**config.mk**
```make
export PLATFORM = sky130hd
export DESIGN_NAME = dbg_loader
export DESIGN_NICKNAME = d
export VERILOG_FILES = /design/src/rtl/dbg_loader.sv
export SDC_FILE = /design/constraint.sdc
export NUM_CORES = 1
export LEC_CHECK = 0
export ABC_AREA = 1
export CORE_ASPECT_RATIO = 1.2
export CORE_MARGIN = 2
export CORE_UTILIZATION = 30
export CTS_CLUSTER_DIAMETER = 40
export DETAILED_ROUTE_END_ITERATION = 6
export PLACE_DENSITY_LB_ADDON = 0.05
export SYNTH_ARGS = -nofsm -noshare
export SYNTH_HDL_FRONTEND = slang
export SYNTH_SLANG_ARGS = --single-unit
```
**constraint.sdc**
```tcl
create_clock -name clk -period 2.1 [get_ports clk]
set_clock_uncertainty 0.15 [all_clocks]
set_input_delay 0.315 -clock clk [delete_from_list [all_inputs] [get_ports clk]]
set_output_delay 0.315 -clock clk [all_outputs]
set_load 0.005 [all_outputs]
```
**src/rtl/dbg_loader.sv**
```systemverilog
// Byte-stream debug loader: host commands set an address, burst-write or burst-read
// a debug memory port, or ping. One command byte in, zero or more response bytes out.
//
// state     | meaning
// ----------+-----------------------------------------------
// IDLE      | waiting for a command byte
// ADDR_HI   | waiting for address high byte
// ADDR_LO   | waiting for address low byte
// WCNT      | waiting for write byte count
// WDATA     | waiting for next write data byte
// WSETUP    | write address/data presented, strobe low
// WSTROBE   | write strobe high
// RCNT      | waiting for read byte count
// RSETUP    | read address presented, strobe low
// RSTROBE   | read strobe high
// RCAPTURE  | strobe low, read data sampled into tx_data
// TXWAIT    | read byte offered on tx, waiting for host
// TXRESP    | single response byte (ack/ping/error) on tx
module dbg_loader #(
  parameter logic [7:0] PING_RESP = 8'hA5,
  parameter logic [7:0] ERR_RESP  = 8'hEE
) (
  input  logic        clk,
  input  logic        rst_n,
  input  logic [7:0]  rx_data,
  input  logic        rx_valid,
  output logic        rx_ready,
  output logic [7:0]  tx_data,
  output logic        tx_valid,
  input  logic        tx_ready,
  output logic        dbg_mem_op,
  output logic        dbg_mem_clk,
  output logic [15:0] dbg_addr,
  output logic [7:0]  dbg_data_out,
  input  logic [7:0]  dbg_data_in,
  output logic        dbg_RW,
  output logic        busy
);

  typedef enum logic [3:0] {
    S_IDLE, S_ADDR_HI, S_ADDR_LO, S_WCNT, S_WDATA, S_WSETUP, S_WSTROBE,
    S_RCNT, S_RSETUP, S_RSTROBE, S_RCAPTURE, S_TXWAIT, S_TXRESP
  } state_t;

  state_t      state_q, state_d;
  logic [15:0] addr_q, addr_d;
  logic [7:0]  cnt_q, cnt_d;
  logic [7:0]  data_out_q, data_out_d;
  logic [7:0]  tx_data_q, tx_data_d;
  logic        tx_valid_q, tx_valid_d;
  logic        rx_ready_q, rx_ready_d;
  logic        busy_q, busy_d;
  logic        mem_op_q, mem_op_d;
  logic        mem_clk_q, mem_clk_d;
  logic        rw_q, rw_d;
  logic        rx_fire, tx_fire;

  assign rx_fire = rx_valid & rx_ready_q;
  assign tx_fire = tx_valid_q & tx_ready;

  always_comb begin
    state_d    = state_q;
    addr_d     = addr_q;
    cnt_d      = cnt_q;
    data_out_d = data_out_q;
    tx_data_d  = tx_data_q;
    tx_valid_d = tx_valid_q;
    case (state_q)
      S_IDLE: if (rx_fire) begin
        case (rx_data)
          8'h01:   state_d = S_ADDR_HI;
          8'h02:   state_d = S_WCNT;
          8'h03:   state_d = S_RCNT;
          8'h04: begin
            tx_data_d  = PING_RESP;
            tx_valid_d = 1'b1;
            state_d    = S_TXRESP;
          end
          default: begin
            tx_data_d  = ERR_RESP;
            tx_valid_d = 1'b1;
            state_d    = S_TXRESP;
          end
        endcase
      end
      S_ADDR_HI: if (rx_fire) begin
        addr_d[15:8] = rx_data;
        state_d      = S_ADDR_LO;
      end
      S_ADDR_LO: if (rx_fire) begin
        addr_d[7:0] = rx_data;
        state_d     = S_IDLE;
      end
      S_WCNT: if (rx_fire) begin
        cnt_d   = rx_data;
        state_d = S_WDATA;
      end
      S_WDATA: if (rx_fire) begin
        data_out_d = rx_data;
        state_d    = S_WSETUP;
      end
      S_WSETUP: state_d = S_WSTROBE;
      S_WSTROBE: begin
        addr_d = addr_q + 16'd1;
        cnt_d  = cnt_q - 8'd1;
        // count loaded as 0 wraps to 255 here, giving 256 bytes in total
        if (cnt_q == 8'd1) begin
          tx_data_d  = 8'h00;
          tx_valid_d = 1'b1;
          state_d    = S_TXRESP;
        end else begin
          state_d = S_WDATA;
        end
      end
      S_RCNT: if (rx_fire) begin
        cnt_d   = rx_data;
        state_d = S_RSETUP;
      end
      S_RSETUP:  state_d = S_RSTROBE;
      S_RSTROBE: state_d = S_RCAPTURE;
      S_RCAPTURE: begin
        tx_data_d  = dbg_data_in;
        tx_valid_d = 1'b1;
        state_d    = S_TXWAIT;
      end
      S_TXWAIT: if (tx_fire) begin
        tx_valid_d = 1'b0;
        addr_d     = addr_q + 16'd1;
        cnt_d      = cnt_q - 8'd1;
        state_d    = (cnt_q == 8'd1) ? S_IDLE : S_RSETUP;
      end
      S_TXRESP: if (tx_fire) begin
        tx_valid_d = 1'b0;
        state_d    = S_IDLE;
      end
      default: state_d = S_IDLE;
    endcase

    // Strobe/handshake outputs follow the next state so they line up with it when registered
    rx_ready_d = state_d inside {S_IDLE, S_ADDR_HI, S_ADDR_LO, S_WCNT, S_WDATA, S_RCNT};
    busy_d     = (state_d != S_IDLE);
    mem_op_d   = state_d inside {S_WSETUP, S_WSTROBE, S_RSETUP, S_RSTROBE, S_RCAPTURE};
    mem_clk_d  = state_d inside {S_WSTROBE, S_RSTROBE};
    rw_d       = !(state_d inside {S_WSETUP, S_WSTROBE});
  end

  always_ff @(posedge clk or negedge rst_n) begin
    if (!rst_n) begin
      state_q    <= S_IDLE;
      addr_q     <= 16'h0000;
      cnt_q      <= 8'h00;
      data_out_q <= 8'h00;
      tx_data_q  <= 8'h00;
      tx_valid_q <= 1'b0;
      rx_ready_q <= 1'b0;
      busy_q     <= 1'b0;
      mem_op_q   <= 1'b0;
      mem_clk_q  <= 1'b0;
      rw_q       <= 1'b1;
    end else begin
      state_q    <= state_d;
      addr_q     <= addr_d;
      cnt_q      <= cnt_d;
      data_out_q <= data_out_d;
      tx_data_q  <= tx_data_d;
      tx_valid_q <= tx_valid_d;
      rx_ready_q <= rx_ready_d;
      busy_q     <= busy_d;
      mem_op_q   <= mem_op_d;
      mem_clk_q  <= mem_clk_d;
      rw_q       <= rw_d;
    end
  end

  assign rx_ready     = rx_ready_q;
  assign tx_data      = tx_data_q;
  assign tx_valid     = tx_valid_q;
  assign dbg_mem_op   = mem_op_q;
  assign dbg_mem_clk  = mem_clk_q;
  assign dbg_addr     = addr_q;
  assign dbg_data_out = data_out_q;
  assign dbg_RW       = rw_q;
  assign busy         = busy_q;

endmodule

```
==> summary.md <==
| Metric | Value |
|---|---|
| Synth top area share | `39.9%` |
| Total global routing track utilization | `17.6%` |
| Initial antenna violation count | `0` |
| Setup_tns | `0 ns` |
| Setup Crit Path Kind | `reg2reg` |
| I/O Buffers | `57` |
| Max-cap viol count | `0` |
| CTS Root Cell | `clkbuf_16` |
| CP required | `2.17 ns` |
| Antenna cells | `0` |
| Netlist Area Pre-Place | `3070 sq um` |
| Most used cell, CP | `nand2_1` |
| Synthesized area per cell | `6.71 sq um` |
| Pwr Total | `1.92 mW` |
| Core region area | `10000 sq um` |
| Prevailing post-synth register cell | `dfrtp_1` |
| Final HPWL DP | `7090 um` |
| Die ar. | `11100 sq um` |
| Area leader, netlist | `dfrtp_1` |
| Sequential-to-total area share from yosys stat | `40.8%` |
| Top cells by area, synth | `dfrtp_1 40%, nand2_1 19%, nor2_1 7.9%` |
| Max Freq | `525 MHz` |
| Vias | `3231` |
| Hold Fails Final Rpt | `0` |
| Hold crit path type | `reg2reg` |
| Post-synth top cells | `153 x nand2_1, 65 x nor2_1, 49 x dfrtp_1` |
| # setup viols final | `0` |
| Cells after synthesis | `458` |
| Max-Slew Margin vs Limit | `74.5%` |
| WHS Path Cells | `2` |
| Drt wl/cell | `13.5 um` |
| CP peak stage delay | `0.42 ns` |
| Final Cycle Share | `90.7%` |
| Syn_nets | `481` |
| Crit-path cells | `nand2_1 -> inv_1 -> nand3_1 -> nand2_1 -> a21oi_2 -> buf_4 -> nor2_1 -> a31oi_1` |
| Leakage | `2.13 nW` |
| Pwr dens | `454 nW/um^2` |
| Die Span Y | `115 um` |
| # rows | `40` |
| Worst-Skew Late Latency | `0.29 ns` |
| Vias per inst | `4.74` |
| Die X | `96.4 um` |
| TritonCTS buffer count | `5` |
| Final GP Congestion | `0.840` |
| Yosys warns | `0` |
| Area Overhead vs Synth | `37.8%` |
| Final Max Tran Viols | `0` |
| Final min period | `1.90 ns` |
| Design area | `4230 sq um` |
| Slew of the pin with the lowest slew margin | `0.382 ns` |
| Most frequent cell after synthesis | `nand2_1` |
| Grt total ovfl | `0` |
| Htree depth | `2` |
| Post-synth EDFFs | `0` |
| Post-cts sizing count | `0` |
| Pin count of the biggest net entering global routing | `51` |
| Worst reg2reg path depth | `8` |
| Critical Path AT | `1.97 ns` |
| Routed Antenna Nets | `0` |
| Final nets | `578` |
| Post-DP Area | `4050 sq um` |
| Status | `finished clean` |
| Share of cells above drive strength 1 | `11.3%` |
| First-pass GRT wire length | `15200 um` |
| Crit path max-delay cell type | `dfrtp_1` |
| Drc violations | `0` |
| Starting DRC count in detailed routing | `183` |
| Clock buffer depth | `2` |
| Synth cell types | `32` |
| Initial core utilization | `30.7%` |
| Startpoint types | `flip-flop` |
| CP Max Fanout | `6` |
| CTS sink count | `50` |
| Pre-Repair DR Iteration Count | `6` |
| Worst-path clk slew | `0.07 ns` |
| RSZ-0062 raised after global routing | `false` |
| Final core occ | `42.3%` |
| Ys async rst share | `100%` |
| WL final | `9210 um` |
| Number of global-route vias before repair | `3097` |
| CTS tree | `done` |
| Worst vdd ir | `0.000299 V` |
| Worst setup EP type | `flip-flop` |
| # IOs | `58` |
| #FFs+latches synth | `50` |
==> repair_timing <==
item	CTS	global route
buffers inserted	0	4
endpoints found under the setup margin	0	9
hold buffers	1	0
hold endpoints to repair	49	0
==> final cells by class <==
| type | count | area [sq um] |
|---|---|---|
| multi-input combinational | 350 | 1590 |
| tap | 126 | 158 |
| clock buffer | 7 | 143 |
| fill | 1079 | 5780 |
| clock inverter | 1 | 5.00 |
| timing repair buffer | 98 | 901 |
| inverter | 50 | 188 |
| sequential | 50 | 1250 |
==> placed cells by master, fill, tap and decap left out, drive strengths merged, types with 2 or more instances in the layout <==
cell / instances
a22oi: 3
inv: 50
a21oi: 17
buf: 41
nand4: 4
dfrtp: 49
nor2: 69
nand3: 42
nor3: 6
ha: 3
clkdlybuf4s50: 56
o21bai: 2
o21ai: 39
o22ai: 3
clkbuf: 7
nand2: 154
a31oi: 2
==> flip-flops by register name, indices dropped and copies added, names as in the netlist <==
name / count
busy: 1
cnt_q: 8
dbg_RW: 1
dbg_addr: 16
dbg_data_out: 8
dbg_mem_clk: 1
dbg_mem_op: 1
rx_ready: 1
state_q: 4
tx_data: 8
tx_valid: 1
==> report_power, final <==
part / leakage [nW] / total [mW] / switching, mW / internal, mW
registers: 0.600 / 0.967 / 0.00198 / 0.965
clock network: 0.0739 / 0.847 / 0.372 / 0.474
logic: 1.46 / 0.107 / 0.0535 / 0.0532
total: 2.13 / 1.92 / 0.428 / 1.49
==> routing by layer <==
metal | up-vias | track usage [%] | part of all wire [%]
met5 | - | 0 | 0
met1 | 1491 | 22.9 | 46
met4 | 0 | 3.94 | 1.0
met2 | 68 | 30.3 | 49
li1 | 1665 | - | -
met3 | 7 | 3.01 | 3.9
==> critical path: cells and delay by family, from the launching register on <==
kind / cells / cell delay, ns
DFF: 1 / 0.42
and+or+nand+nor: 4 / 0.49
buffers and inverters: 2 / 0.31
AOI/OAI and AO/OA: 2 / 0.45
==> metrics by stage <==
stage                     std cells  hold slack [ns]  worst slack (ns)
final                           682            0.319             0.195
after global routing            682            0.358            0.0286
after CTS                       678            0.324             0.132
after detailed placement        669            0.182           -0.0562
after global placement          669            0.186           -0.0164
after floorplan                 458           -0.131             0.393
==> cells by family (layout without fill, tap and decap cells) <==
kind of cell	Yosys count	after routing	synth area share, %
AO/OA/AOI/OAI	69	69	12.5
XOR/XNOR	2	2	0.570
adder cells (fa/ha/maj)	3	3	1.22
buffers and inverters	58	156	7.58
flip-flops	50	50	40.8
AND/OR/NAND/NOR	276	276	37.4
==> path summary, 6_finish.rpt <==
| check | from | to | slack, ns |
|---|---|---|---|
| worst max-delay path | state_q[1] | dbg_addr[8] | 0.20 |
| worst min-delay path | tx_data[3] | tx_data[3] | 0.32 |
| worst max register to register | state_q[1] | dbg_addr[8] | 0.20 |
| worst min register to register | tx_data[3] | tx_data[3] | 0.32 |
| max in group asynchronous | rst_n | dbg_RW | 1.11 |
| min in group asynchronous | rst_n | cnt_q[4] | 0.39 |
(Power assumes the default switching activity.)
